$ cat src/rtl/isp_ol_walker.sv
// isp_ol_walker: Object List walker / sequencer for the ISP polygon parser.
// Fetches OL words for one tile, decodes strips, triangle/quad arrays and
// links, and hands each polygon (address + OL word) to the parser, waiting
// for poly_drawn before issuing the next one.
module isp_ol_walker #(
  parameter int MAX_ENTRIES = 1024
) (
  input  logic        clock,
  input  logic        reset_n,
  input  logic        start,
  input  logic        abort,
  input  logic [23:0] ol_base,
  input  logic [23:0] param_base,
  output logic        ol_rd,
  output logic [23:0] ol_addr,
  input  logic        ol_ack,
  input  logic [31:0] ol_din,
  output logic        render_poly,
  output logic [23:0] poly_addr,
  output logic [31:0] opb_word,
  input  logic        poly_drawn,
  output logic        busy,
  output logic        done,
  output logic        error
);

  localparam int CW = $clog2(MAX_ENTRIES + 1);

  typedef enum logic [2:0] {
    S_IDLE,
    S_FETCH,
    S_DECODE,
    S_ISSUE,
    S_WAIT,
    S_NEXT,
    S_LINK,
    S_DONE
  } state_t;

  state_t      r_state;
  logic [23:0] r_param_base;
  logic [CW-1:0] r_count;
  logic [4:0]  r_prims;
  logic [4:0]  r_idx;
  logic [8:0]  r_stride_bytes;

  logic        w_shadow;
  logic [2:0]  w_skip;
  logic [2:0]  w_hdr;
  logic [4:0]  w_vtx;
  logic [6:0]  w_stride_words;
  logic [23:0] w_poly_base;
  logic [4:0]  w_arr_prims;
  logic [4:0]  w_idx_next;
  logic        w_more;

  assign busy = (r_state != S_IDLE);

  // Decode polygon geometry from the current OL word and the array position.
  // NOTE: every signal gets a default first so no path leaves it unassigned (no latch).
  always_comb begin
    w_shadow       = opb_word[24];
    w_skip         = opb_word[23:21];
    w_hdr          = w_shadow ? 3'd5 : 3'd3;
    w_vtx          = 5'd3 + (w_shadow ? {1'b0, w_skip, 1'b0} : {2'b00, w_skip});
    w_stride_words = 7'(w_hdr);
    if (opb_word[29]) w_stride_words = w_stride_words + 7'(w_vtx) * 7'd4;
    else              w_stride_words = w_stride_words + 7'(w_vtx) * 7'd3;
    w_poly_base    = r_param_base + {1'b0, opb_word[20:0], 2'b00};
    w_arr_prims    = {1'b0, opb_word[28:25]} + 5'd1;
    w_idx_next     = r_idx + 5'd1;
    w_more         = (w_idx_next < r_prims);
  end

  // Walker FSM with registered outputs; abort overrides every transition.
  // NOTE: sequential state uses non-blocking assignments so all registers update together at the edge.
  always_ff @(posedge clock or negedge reset_n) begin
    if (!reset_n) begin
      r_state        <= S_IDLE;
      r_param_base   <= '0;
      r_count        <= '0;
      r_prims        <= '0;
      r_idx          <= '0;
      r_stride_bytes <= '0;
      ol_rd          <= 1'b0;
      ol_addr        <= '0;
      render_poly    <= 1'b0;
      poly_addr      <= '0;
      opb_word       <= '0;
      done           <= 1'b0;
      error          <= 1'b0;
    end else begin
      render_poly <= 1'b0;
      done        <= 1'b0;
      if (abort) begin
        r_state <= S_IDLE;
        ol_rd   <= 1'b0;
      end else begin
        case (r_state)
          S_IDLE: begin
            if (start) begin
              r_param_base <= param_base;
              ol_addr      <= {ol_base[23:2], 2'b00};
              error        <= 1'b0;
              r_count      <= '0;
              ol_rd        <= 1'b1;
              r_state      <= S_FETCH;
            end
          end

          S_FETCH: begin
            if (ol_ack) begin
              opb_word <= ol_din;
              ol_rd    <= 1'b0;
              // Saturate so a long chain of links can never wrap the guard.
              if (r_count != CW'(MAX_ENTRIES)) r_count <= r_count + 1'b1;
              r_state  <= S_DECODE;
            end
          end

          S_DECODE: begin
            r_idx          <= '0;
            r_stride_bytes <= {w_stride_words, 2'b00};
            poly_addr      <= w_poly_base;
            if (!opb_word[31]) begin
              // Strip: an empty vertex mask means nothing to draw.
              if (opb_word[30:25] == 6'd0) begin
                r_state <= S_NEXT;
              end else begin
                r_prims     <= 5'd1;
                render_poly <= 1'b1;
                r_state     <= S_ISSUE;
              end
            end else begin
              case (opb_word[31:29])
                3'b100, 3'b101: begin
                  r_prims     <= w_arr_prims;
                  render_poly <= 1'b1;
                  r_state     <= S_ISSUE;
                end
                3'b111: begin
                  if (opb_word[28]) begin
                    done    <= 1'b1;
                    r_state <= S_DONE;
                  end else begin
                    r_state <= S_LINK;
                  end
                end
                default: begin
                  error   <= 1'b1;
                  done    <= 1'b1;
                  r_state <= S_DONE;
                end
              endcase
            end
          end

          // A poly_drawn seen in the issue cycle itself counts as completion.
          S_ISSUE, S_WAIT: begin
            if (poly_drawn) begin
              if (w_more) begin
                r_idx       <= w_idx_next;
                poly_addr   <= poly_addr + 24'(r_stride_bytes);
                render_poly <= 1'b1;
                r_state     <= S_ISSUE;
              end else begin
                r_state <= S_NEXT;
              end
            end else begin
              r_state <= S_WAIT;
            end
          end

          S_NEXT: begin
            if (r_count == CW'(MAX_ENTRIES)) begin
              error   <= 1'b1;
              done    <= 1'b1;
              r_state <= S_DONE;
            end else begin
              ol_addr <= ol_addr + 24'd4;
              ol_rd   <= 1'b1;
              r_state <= S_FETCH;
            end
          end

          S_LINK: begin
            ol_addr <= {opb_word[23:2], 2'b00};
            ol_rd   <= 1'b1;
            r_state <= S_FETCH;
          end

          S_DONE: begin
            r_state <= S_IDLE;
          end

          default: begin
            r_state <= S_IDLE;
          end
        endcase
      end
    end
  end

endmodule
$ cat config.mk
export PLATFORM = sky130hd
export DESIGN_NAME = isp_ol_walker
export DESIGN_NICKNAME = d
export VERILOG_FILES = /design/src/rtl/isp_ol_walker.sv
export SDC_FILE = /design/constraint.sdc
export NUM_CORES = 1
export LEC_CHECK = 0
export CORE_UTILIZATION = 46
export DETAILED_ROUTE_END_ITERATION = 8
export GPL_ROUTABILITY_DRIVEN = 0
export HOLD_SLACK_MARGIN = 0.12
export PLACE_DENSITY = 0.72
export SLEW_MARGIN = 10
export SYNTH_ARGS = -nofsm -noshare
export SYNTH_HDL_FRONTEND = slang
export SYNTH_SLANG_ARGS = --single-unit
$ cat constraint.sdc
create_clock -name clock -period 7.1 [get_ports clock]
set_input_delay 1.42 -clock clock [delete_from_list [all_inputs] [get_ports clock]]
set_output_delay 1.42 -clock clock [all_outputs]
set_load 0.01 [all_outputs]
# [Word level (Yosys, flattened, before mapping)]
# Index checks and enable logic that the tools add are counted.
[word_totals] register_bits=139 latch_bits=0 ram_bits=0 rom_bits=0 in_bits=86 out_inout_bits=85 wordCells=125 n_memories=0
[op_classes] add_sub_neg=9 n_mul=1 n_div=0 magnitude_cmp=1 n_eq_ne=26 n_shift=0 muxes=53 n_bitwise=1 n_reduce_logical=21
[op_table] operator="$mux W24" n=4
[op_table] operator="$pmux W24 S3" n=1
[op_table] operator="$pmux W24 S2" n=1
[op_table] operator="$mux W11" n=3
[op_table] operator="$mux W3" n=9
[op_table] operator="$mux W5" n=5
[op_table] operator="$add A24 B23 Y24" n=1
[op_table] operator="$add A24 B3 Y24 const B" n=1
[op_table] operator="$add A24 B9 Y24" n=1
[op_table] operator="$pmux W11 S2" n=1
[op_table] operator="$eq A3 B3 Y1 const B" n=7
[op_table] operator="$pmux W3 S7" n=1
[op_table] operator="$ne A2 B2 Y1 const B" n=10
[op_table] operator="$mux W1" n=19
[op_table] operator="$reduce_and A4 Y1" n=4
[op_table] operator="$add A3 B7 Y7" n=2
[op_table] operator="$add A11 B1 Y11 const B" n=1
[op_table] operator="$eq A11 B11 Y1 const B" n=1
[op_table] operator="$ne A11 B11 Y1 const B" n=1
[op_table] operator="$pmux W5 S2" n=1
[op_table] operator="$ne A3 B3 Y1 const B" n=3
[op_table] operator="$reduce_bool A3 Y1" n=3
[op_table] operator="$mul A5 B2 Y7 const B" n=1
[op_table] operator="$mux W7" n=1
[op_table] operator="other kinds (23)" n=30

# [Longest topological paths before layout]
# Gate-level depths: netlist (run 1).
[depth] depth_word=6 depth_mapped=14

# [Worst setup path after synthesis (run 1)]
# Ideal clock, no wire load.
[synth_path] kind="register to register" startpoint="register opb_word[24]" endpoint="register r_stride_bytes[8]" setup_ps=118 t_arrival_ps=3030 slack_ps=3952 path_stages_with_launch=13 path_buffers=1 synth_period_minus_slack_ps=3148 path_cell_list="dfrtp_1 > clkbuf_1 > nor2b_1 > a21oi_1 > ha_1 > xor2_1 > fa_1 > ha_1 > a21o_1 > a21o_1 > a211oi_1 > a211oi_1 > a21o_1"
[synth_via] elab_chain_len=5
[synth_rtl] element="start, declared" line="20" rtl="output logic [31:0] opb_word,"
[synth_rtl] element="start signal, assigned" line="113" rtl="opb_word <= ol_din;"
[synth_rtl] element="$mux W4" line="65" rtl="w_vtx = 5'd3 + (w_shadow ? {1'b0, w_skip, 1'b0} : {2'b00, w_skip});"
[synth_rtl] element="$add A2 B4 Y5" line="65"
[synth_rtl] element="$mul A5 B2 Y7" line="68" rtl="else w_stride_words = w_stride_words + 7'(w_vtx) * 7'd3;"
[synth_rtl] element="$add A3 B7 Y7" line="68"
[synth_rtl] element="$mux W7 (*)" line="67" rtl="if (opb_word[29]) w_stride_words = w_stride_words + 7'(w_vtx) * 7'd4;"
[synth_rtl] element="end signal, assigned" line="123" rtl="r_stride_bytes <= {w_stride_words, 2'b00};"
[synth_rtl] element="end, declared" line="45" rtl="logic [8:0] r_stride_bytes;"
# Mark *: on every way between the ends. The rest lies on a longest branch, timed or not.
# A chain may end at the register's enable or synchronous reset.

# [Final worst setup path (run 1)]
[layout_path] startpoint="input port abort" endpoint="register poly_addr[21]"
[layout_via] elab_chain_len=2
[layout_rtl] element="start, declared" line="11" rtl="input logic abort,"
[layout_rtl] element="$not A1 Y1 (no source line)"
[layout_rtl] element="$reduce_and A4 Y1 (no source line)"
[layout_rtl] element="end signal, assigned" line="124" rtl="poly_addr <= w_poly_base;"
[layout_rtl] element="end signal, assigned" line="163" rtl="poly_addr <= poly_addr + 24'(r_stride_bytes);"
[layout_rtl] element="end, declared" line="19" rtl="output logic [23:0] poly_addr,"
# No other way between the ends.

==> results of run 1 <==
[synthesized netlist by cell type (all sizes together) (10+ instances only)]
cell type  instances
a31oi             27
xnor2             23
xor2              15
buf               26
dfrtp            137
a211oi            10
mux2              53
a21o              16
inv               35
nor3              18
nor2              72
a21oi             62
nand3             21
nand2            100
and3              13
clkbuf            30
ha                48
o21ai             97
a221oi            12
nand4             16
[layer usage]
metal  part of all wire (%)  global-route usage (%)
met1                     46                    35.5
met2                     46                    39.8
met3                    6.1                    5.06
met4                    1.4                    7.46
met5                      0                       0
[where the power goes]
part	internal (mW)	total, mW	switching [mW]	leakage [nW]
sequential	0.962	1.21	0.245	1.72
combinational	0.807	1.61	0.805	2.76
clock	0.596	0.941	0.345	0.300
[stage by stage]
stage	hold slack [ns]	cell area [um^2]	total power [mW]	std cells
floorplan	0.435	8810	2.19	966
global placement	0.448	10600	2.79	1318
detailed placement	0.458	10600	2.81	1318
CTS	0.472	11200	3.77	1350
global route	0.501	11200	4.01	1350
finish	0.469	11200	3.76	1350
[flip-flops by register name, summed over array words and instances, names as in the netlist]
signal          cells
r_count            11
error               1
r_stride_bytes      7
done                1
ol_rd               1
r_idx               5
poly_addr          24
r_state             3
render_poly         1
r_prims             5
opb_word           32
ol_addr            22
r_param_base       24
[worst min-delay path, cell delays in order (launching register included)]
cell	delay, ns
sky130_fd_sc_hd__dfrtp_1	0.34
sky130_fd_sc_hd__nand2_1	0.05
sky130_fd_sc_hd__nand2_1	0.05
[worst min path at each step]
stage	from	end	slack (ns)	cells after the start
global placement	r_param_base[0]	poly_addr[0]	0.45	2
floorplan	r_param_base[0]	poly_addr[0]	0.43	2
global route	r_param_base[1]	poly_addr[1]	0.50	2
detailed placement	r_param_base[1]	poly_addr[1]	0.46	2
finish	r_param_base[1]	poly_addr[1]	0.47	2
CTS	r_param_base[1]	poly_addr[1]	0.47	2
[cell type report]
class	count	area, um^2	area share [%]
Clock buffer	20	447	3.99
Clock inverter	12	173	1.54
Inverter	35	131	1.17
Multi-Input combinational cell	738	5000	44.7
Sequential cell	137	3430	30.6
Tap cell	234	293	2.62
Timing Repair Buffer	174	1720	15.4
[kinds of logic (layout without fill, tap and decap cells)]
group                      after synthesis  after routing  share of synthesized area (%)
AOI/OAI and AO/OA                      296            296                           21.5
xor gates and xnor gates                38             38                           3.78
adders and majority gates               52             52                           7.73
buffers and inverters                   91            241                           4.42
DFF                                    137            137                           38.9
muxes                                   58             58                           7.35
other                                    1              2                         0.0426
and+or+nand+nor                        292            292                           16.3
==> report_table.html, run 1 <==
<table>
<tr><th>Metric</th><th>Value</th></tr>
<tr><th colspan="2">Status</th></tr>
<tr><td>Status</td><td>finished clean</td></tr>
<tr><th colspan="2">Power and ir drop</th></tr>
<tr><td>P_leak</td><td>4.78 nW</td></tr>
<tr><td>Total power density per cell area</td><td>336 mW/mm^2</td></tr>
<tr><td>Worst IR Drop VDD</td><td>187 uV</td></tr>
<tr><th colspan="2">Detailed routing</th></tr>
<tr><td>Total vias in the final route</td><td>7963</td></tr>
<tr><td>Routed Antenna Nets</td><td>0</td></tr>
<tr><td>DRC viols</td><td>0</td></tr>
<tr><td>Number of iterations in the first detailed-routing pass</td><td>5</td></tr>
<tr><td>DRC violation total after the first TritonRoute iteration</td><td>516</td></tr>
<tr><td>Total Wirelength</td><td>24.2 mm</td></tr>
<tr><td>Drt wl/cell</td><td>17.9 um</td></tr>
<tr><td>Vias per inst</td><td>5.90</td></tr>
<tr><th colspan="2">Worst hold path</th></tr>
<tr><td>HP Class</td><td>flop to flop</td></tr>
<tr><th colspan="2">STA</th></tr>
<tr><td>Fin worst setup slack</td><td>3.00 ns</td></tr>
<tr><td>Setup repair after global routing missed its margin</td><td>no</td></tr>
<tr><td>Final Hold Violating Endpoints</td><td>0</td></tr>
<tr><td>Pins over their slew limit</td><td>0</td></tr>
<tr><td>Fin Clk Skew</td><td>0.0110 ns</td></tr>
<tr><td>Peak Freq</td><td>244 MHz</td></tr>
<tr><td>Period utilisation layout</td><td>57.7%</td></tr>
<tr><td>Clock period minus worst slack</td><td>4.10 ns</td></tr>
<tr><td>Worst-case headroom to the max-slew limit</td><td>34.3%</td></tr>
<tr><td>Setup TNS after final layout</td><td>0 ns</td></tr>
<tr><td>Setup violations, final</td><td>0</td></tr>
<tr><td>Transition time at the pin with the least slew margin</td><td>0.977 ns</td></tr>
<tr><th colspan="2">Critical path</th></tr>
<tr><td>Number of buffer and inverter instances along the worst setup path</td><td>2</td></tr>
<tr><td>Worst setup path startpoint</td><td>abort</td></tr>
<tr><td>Data arrival time of the critical path</td><td>4.38 ns</td></tr>
<tr><td>Crit-path max FO</td><td>31</td></tr>
<tr><td>Start of the worst register-to-register path</td><td>r_idx[0]</td></tr>
<tr><td>Kind of end point of the critical path</td><td>flop</td></tr>
<tr><td>Max incr delay on CP</td><td>0.84 ns</td></tr>
<tr><td>Startpoint-to-endpoint class of the critical path</td><td>input pin to flop</td></tr>
<tr><td>Worst r2r path cells</td><td>10</td></tr>
<tr><td>Standard cell with the maximum stage delay on the critical path</td><td>sky130_fd_sc_hd__clkdlybuf4s50_1</td></tr>
<tr><td>Critical Path RT</td><td>7.38 ns</td></tr>
<tr><td>Cell-by-cell trace of the critical path</td><td>clkdlybuf4s50_1 -&gt; nand3b_1 -&gt; buf_4 -&gt; o21a_1 -&gt; nor2_1 -&gt; a41oi_1 -&gt; o22ai_1</td></tr>
<tr><td>Startpoint kind of the worst setup timing path</td><td>input pin</td></tr>
<tr><td>R2r endpoint</td><td>poly_addr[21]</td></tr>
<tr><td>Endpoint of the most critical setup path</td><td>poly_addr[21]</td></tr>
<tr><td>Crit. path cell count</td><td>7</td></tr>
<tr><td>Reg2Reg Setup Slack</td><td>3.66 ns</td></tr>
<tr><td>Top cell family by delay on the critical path</td><td>buffers and inverters</td></tr>
<tr><th colspan="2">CTS</th></tr>
<tr><td>Clock insertion delay at the later pin of the skew report</td><td>0.42 ns</td></tr>
<tr><td>Count of cells resized by post-cts repair</td><td>0</td></tr>
<tr><td>TritonCTS clock tree</td><td>done</td></tr>
<tr><td>Root Buffer</td><td>sky130_fd_sc_hd__clkbuf_16</td></tr>
<tr><td>Max H-tree Level</td><td>4</td></tr>
<tr><td>Number of buffers inserted to repair setup after CTS</td><td>0</td></tr>
<tr><td>Total clock sinks</td><td>137</td></tr>
<tr><td>CTS clock-pin slew for the worst setup and hold paths</td><td>0.06 ns</td></tr>
<tr><td>TritonCTS buffer count</td><td>17</td></tr>
<tr><td>Hold Buf Count CTS</td><td>0</td></tr>
<tr><td>Clock Path Buffers</td><td>2</td></tr>
<tr><th colspan="2">Job</th></tr>
<tr><td>Number of max-cap violations</td><td>0</td></tr>
<tr><th colspan="2">Layout</th></tr>
<tr><td>Most frequent standard cell in the layout excluding fill and tap cells</td><td>sky130_fd_sc_hd__clkdlybuf4s50_1</td></tr>
<tr><td>Share of cells above drive strength 1</td><td>9.32%</td></tr>
<tr><td>Final core utilization</td><td>59.8%</td></tr>
<tr><td>Highest-count cells in the layout ignoring fill and taps</td><td>sky130_fd_sc_hd__clkdlybuf4s50_1 (165), sky130_fd_sc_hd__dfrtp_1 (137), sky130_fd_sc_hd__nand2_1 (99), sky130_fd_sc_hd__o21ai_0 (85), sky130_fd_sc_hd__nor2_1 (71)</td></tr>
<tr><td>Number of filler instances in the final layout</td><td>1607</td></tr>
<tr><td>Final layout net count</td><td>1241</td></tr>
<tr><td>Area growth syn-to-layout</td><td>27.1%</td></tr>
<tr><td>Antenna diode count</td><td>0</td></tr>
<tr><th colspan="2">Logic synthesis</th></tr>
<tr><td>Cell variety after synth</td><td>72</td></tr>
<tr><td>Number of synthesized flops with an enable pin</td><td>0</td></tr>
<tr><td>Synth Cell Area</td><td>0.00880 mm^2</td></tr>
<tr><td>Mapped Cells</td><td>965</td></tr>
<tr><td>Number of flip-flops and latches in the synthesized netlist</td><td>137</td></tr>
<tr><td>Sequential area share after synthesis</td><td>38.9%</td></tr>
<tr><td>Ys Warns</td><td>0</td></tr>
<tr><td>Post-synthesis area per instance</td><td>9.12 um^2</td></tr>
<tr><td>Cell taking the most area after synthesis</td><td>sky130_fd_sc_hd__dfrtp_1</td></tr>
<tr><td>Async SR Flop Fraction</td><td>100%</td></tr>
<tr><td>Synth top area cells</td><td>sky130_fd_sc_hd__dfrtp_1 (39%), sky130_fd_sc_hd__ha_1 (6.8%), sky130_fd_sc_hd__mux2_2 (6.5%)</td></tr>
<tr><td>Most used flip-flop cell after synthesis</td><td>sky130_fd_sc_hd__dfrtp_1</td></tr>
<tr><td>Fraction of synthesized cell area taken by the top area cell type</td><td>38.9%</td></tr>
<tr><th colspan="2">Die</th></tr>
<tr><td>Area inside the core boundary</td><td>0.0187 mm^2</td></tr>
<tr><td>Chip Height</td><td>140 um</td></tr>
<tr><td>Rows</td><td>50</td></tr>
<tr><td>Die Wd</td><td>140 um</td></tr>
<tr><td>Number of primary I/O pins</td><td>171</td></tr>
<tr><td>Initial core utilization</td><td>47.1%</td></tr>
<tr><td>Die Footprint</td><td>0.0197 mm^2</td></tr>
<tr><th colspan="2">GRT</th></tr>
<tr><td>Number of global-route vias before repair</td><td>7499</td></tr>
<tr><td>Pin count of the biggest net entering global routing</td><td>85</td></tr>
<tr><td>Grt ovf</td><td>0</td></tr>
<tr><td>Initial antenna violation count</td><td>0</td></tr>
<tr><td>All-layer global routing usage</td><td>25.4%</td></tr>
<tr><td>Wire length of the first global-routing pass</td><td>39.5 mm</td></tr>
<tr><th colspan="2">Placed design</th></tr>
<tr><td>Detailed Place HPWL</td><td>17.5 mm</td></tr>
<tr><td>Post-Place Setup Slack</td><td>2.64 ns</td></tr>
<tr><td>Count of input and output buffers</td><td>166</td></tr>
</table>
Note: power is estimated with default switching activity, not from simulation.
==> run 2: changes to the inputs <==
Clock period 7.1 ns to 4 ns, I/O delays scaled along.
==> run 2 against run 1 <==
Compared with the run above: register-to-register slack worse by 2.9 ns; hold slack worse by 0.11 ns; design area up 0.20%; largest cell class unchanged.
==> report_table.html, run 2 (synthesis gave the netlist of run 1 again) <==
<table>
<tr><th>Metric</th><th>Value</th></tr>
<tr><th colspan="2">Status</th></tr>
<tr><td>Status</td><td>finished clean</td></tr>
<tr><th colspan="2">CTS</th></tr>
<tr><td>Clock Path Buffers</td><td>2</td></tr>
<tr><td>TritonCTS clock tree</td><td>done</td></tr>
<tr><td>Hold Buf Count CTS</td><td>0</td></tr>
<tr><td>Max H-tree Level</td><td>4</td></tr>
<tr><td>Total clock sinks</td><td>137</td></tr>
<tr><td>Number of buffers inserted to repair setup after CTS</td><td>0</td></tr>
<tr><td>Clock insertion delay at the later pin of the skew report</td><td>0.43 ns</td></tr>
<tr><td>TritonCTS buffer count</td><td>17</td></tr>
<tr><td>Count of cells resized by post-cts repair</td><td>0</td></tr>
<tr><td>Root Buffer</td><td>sky130_fd_sc_hd__clkbuf_16</td></tr>
<tr><td>CTS clock-pin slew for the worst setup and hold paths</td><td>0.06 ns</td></tr>
<tr><th colspan="2">Critical path</th></tr>
<tr><td>Kind of end point of the critical path</td><td>flop</td></tr>
<tr><td>Max incr delay on CP</td><td>0.53 ns</td></tr>
<tr><td>Start of the worst register-to-register path</td><td>opb_word[24]</td></tr>
<tr><td>Critical Path RT</td><td>4.32 ns</td></tr>
<tr><td>Startpoint-to-endpoint class of the critical path</td><td>flop to flop</td></tr>
<tr><td>Worst r2r path cells</td><td>11</td></tr>
<tr><td>Crit-path max FO</td><td>13</td></tr>
<tr><td>Cell-by-cell trace of the critical path</td><td>nor2b_1 -&gt; a21oi_1 -&gt; ha_1 -&gt; xor2_1 -&gt; fa_1 -&gt; ha_1 -&gt; a21o_1 -&gt; a21o_1 -&gt; a211oi_1 -&gt; a211oi_1 -&gt; a21o_1</td></tr>
<tr><td>Standard cell with the maximum stage delay on the critical path</td><td>sky130_fd_sc_hd__dfrtp_1</td></tr>
<tr><td>Worst setup path startpoint</td><td>opb_word[24]</td></tr>
<tr><td>Startpoint kind of the worst setup timing path</td><td>flop</td></tr>
<tr><td>Cell seen most often among critical-path stages</td><td>sky130_fd_sc_hd__a21o_1</td></tr>
<tr><td>Data arrival time of the critical path</td><td>3.58 ns</td></tr>
<tr><th colspan="2">Die</th></tr>
<tr><td>Die Footprint</td><td>0.0197 mm^2</td></tr>
<tr><td>Area inside the core boundary</td><td>0.0187 mm^2</td></tr>
<tr><td>Rows</td><td>50</td></tr>
<tr><td>Die Wd</td><td>140 um</td></tr>
<tr><td>Chip Height</td><td>140 um</td></tr>
<tr><td>Number of primary I/O pins</td><td>171</td></tr>
<tr><td>Initial core utilization</td><td>47.1%</td></tr>
<tr><th colspan="2">GRT</th></tr>
<tr><td>Initial antenna violation count</td><td>2</td></tr>
<tr><td>All-layer global routing usage</td><td>26.3%</td></tr>
<tr><td>Met3 track demand over resource in global routing</td><td>5.74%</td></tr>
<tr><td>Grt ovf</td><td>0</td></tr>
<tr><td>Met2 Usage GRT</td><td>42.1%</td></tr>
<tr><td>Pin count of the biggest net entering global routing</td><td>62</td></tr>
<tr><td>Wire length of the first global-routing pass</td><td>40.8 mm</td></tr>
<tr><td>Number of global-route vias before repair</td><td>7783</td></tr>
<tr><td>Global-route met1 utilization</td><td>35.9%</td></tr>
<tr><td>Busiest layer in global routing</td><td>met2</td></tr>
<tr><th colspan="2">Power and ir drop</th></tr>
<tr><td>Share of power burned in registers</td><td>32.5%</td></tr>
<tr><td>Switching share of power</td><td>38.7%</td></tr>
<tr><td>Design internal power</td><td>4.02 mW</td></tr>
<tr><td>Switching pwr</td><td>2.54 mW</td></tr>
<tr><td>Total power density per cell area</td><td>585 mW/mm^2</td></tr>
<tr><td>Worst IR Drop VDD</td><td>356 uV</td></tr>
<tr><td>Part of the power in the clock network</td><td>23.4%</td></tr>
<tr><td>Portion of total power attributed to combinational logic</td><td>44.1%</td></tr>
<tr><td>P_leak</td><td>4.79 nW</td></tr>
<tr><th colspan="2">Placed design</th></tr>
<tr><td>Placed Instance Area</td><td>0.0106 mm^2</td></tr>
<tr><td>Count of input and output buffers</td><td>166</td></tr>
<tr><td>Detailed Place HPWL</td><td>17.9 mm</td></tr>
<tr><th colspan="2">Layout</th></tr>
<tr><td>Number of filler instances in the final layout</td><td>1611</td></tr>
<tr><td>Final layout net count</td><td>1251</td></tr>
<tr><td>Area growth syn-to-layout</td><td>27.4%</td></tr>
<tr><td>Highest-count cells in the layout ignoring fill and taps</td><td>sky130_fd_sc_hd__clkdlybuf4s50_1 (165), sky130_fd_sc_hd__dfrtp_1 (137), sky130_fd_sc_hd__nand2_1 (99), sky130_fd_sc_hd__o21ai_0 (85), sky130_fd_sc_hd__nor2_1 (71)</td></tr>
<tr><td>Registers with the most flip-flops</td><td>opb_word (32), poly_addr (24), r_param_base (24)</td></tr>
<tr><td>Most frequent standard cell in the layout excluding fill and tap cells</td><td>sky130_fd_sc_hd__clkdlybuf4s50_1</td></tr>
<tr><td>Share of cells above drive strength 1</td><td>10.3%</td></tr>
<tr><td>Design Area, Final</td><td>0.0112 mm^2</td></tr>
<tr><td>Register name with the most flops</td><td>opb_word</td></tr>
<tr><td>Max FFs per register</td><td>32</td></tr>
<tr><th colspan="2">STA</th></tr>
<tr><td>Peak Freq</td><td>306 MHz</td></tr>
<tr><td>Setup TNS after final layout</td><td>0 ns</td></tr>
<tr><td>Setup repair after global routing missed its margin</td><td>no</td></tr>
<tr><td>Fin Clk Skew</td><td>0.0130 ns</td></tr>
<tr><td>Transition time at the pin with the least slew margin</td><td>1.04 ns</td></tr>
<tr><td>Period utilisation layout</td><td>81.7%</td></tr>
<tr><td>Final Hold Violating Endpoints</td><td>0</td></tr>
<tr><td>Clock period minus worst slack</td><td>3.27 ns</td></tr>
<tr><td>Worst-case headroom to the max-slew limit</td><td>29.8%</td></tr>
<tr><td>Pins over their slew limit</td><td>0</td></tr>
<tr><td>Setup violations, final</td><td>0</td></tr>
<tr><th colspan="2">Detailed routing</th></tr>
<tr><td>Number of iterations in the first detailed-routing pass</td><td>5</td></tr>
<tr><td>DRC violation total after the first TritonRoute iteration</td><td>683</td></tr>
<tr><td>DRC viols</td><td>0</td></tr>
<tr><td>Routed Antenna Nets</td><td>0</td></tr>
<tr><td>Vias per inst</td><td>5.84</td></tr>
<tr><td>Total Wirelength</td><td>24.7 mm</td></tr>
<tr><td>Drt wl/cell</td><td>18.2 um</td></tr>
<tr><td>Total vias in the final route</td><td>7944</td></tr>
<tr><th colspan="2">Worst hold path</th></tr>
<tr><td>HP Class</td><td>input pin to asynchronous set/reset pin</td></tr>
<tr><th colspan="2">Job</th></tr>
<tr><td>Number of max-cap violations</td><td>0</td></tr>
</table>
## run 2: cell count changes in the layout (fill, tap and decap cells not counted)
cell | before | now
sky130_fd_sc_hd__inv_6 | 1 | 2
sky130_fd_sc_hd__diode_2 | 0 | 1
sky130_fd_sc_hd__bufinv_16 | 4 | 1
sky130_fd_sc_hd__clkbuf_1 | 2 | 0
sky130_fd_sc_hd__clkinv_2 | 4 | 3
sky130_fd_sc_hd__buf_4 | 8 | 18
sky130_fd_sc_hd__clkinv_4 | 1 | 2
sky130_fd_sc_hd__clkinvlp_4 | 2 | 6
## run 2: final cells by class
cell class | count | area [um^2] | share of cell area [%]
Multi-Input combinational cell | 738 | 5000 | 44.6
Sequential cell | 137 | 3430 | 30.6
Timing Repair Buffer | 184 | 1800 | 16.0
Clock buffer | 18 | 439 | 3.92
Tap cell | 234 | 293 | 2.61
Inverter | 35 | 131 | 1.17
Clock inverter | 14 | 125 | 1.12
Antenna cell | 1 | 2.50 | 0.0223
## run 2: through the flow
stage | total power [mW] | hold WS (ns) | worst slack, ns | utilization (%) | std cells
after floorplan | 3.88 | 0.435 | 0.852 | - | 966
after global placement | 4.95 | 0.449 | 0.788 | 56.9 | 1328
after detailed placement | 4.99 | 0.455 | 0.702 | 56.9 | 1328
after CTS | 6.56 | 0.377 | 0.694 | 59.9 | 1360
after global routing | 7.00 | 0.403 | 0.499 | 59.9 | 1360
final | 6.56 | 0.358 | 0.731 | 60.0 | 1361
## run 2: critical path: cells and delay by family (launching register included)
family | cells | cell delay [ns]
adder cells (fa/ha/maj) | 3 | 1.06
flip-flops | 1 | 0.53
XOR/XNOR | 1 | 0.38
AO/OA/AOI/OAI | 6 | 0.95
AND/OR/NAND/NOR | 1 | 0.24
## run 2: power by group through the flow
stage | Sequential [mW] | Combinational, mW | Clock [mW]
2_1_floorplan | 2.11 | 1.77 | 0
3_3_place_gp | 2.15 | 2.80 | 0
3_5_place_dp | 2.15 | 2.85 | 0
4_1_cts | 2.13 | 2.87 | 1.56
5_1_grt | 2.19 | 3.20 | 1.61
6_report | 2.13 | 2.89 | 1.53
## run 2: routing by layer
metal / up-vias / part of all wire [%]
li1: 3829 / -
met1: 3843 / 46
met2: 244 / 46
met3: 26 / 6.0
met4: 2 / 1.3
met5: - / 0.053
## run 2: worst paths after layout
kind                                          end  slack [ns]
worst min register to register       poly_addr[1]        0.47
worst min-delay path              r_param_base[4]        0.36
max in group asynchronous              r_state[2]        2.84
worst max-delay path            r_stride_bytes[8]        0.73
worst max register to register  r_stride_bytes[8]        0.73
min in group clock                   poly_addr[1]        0.47
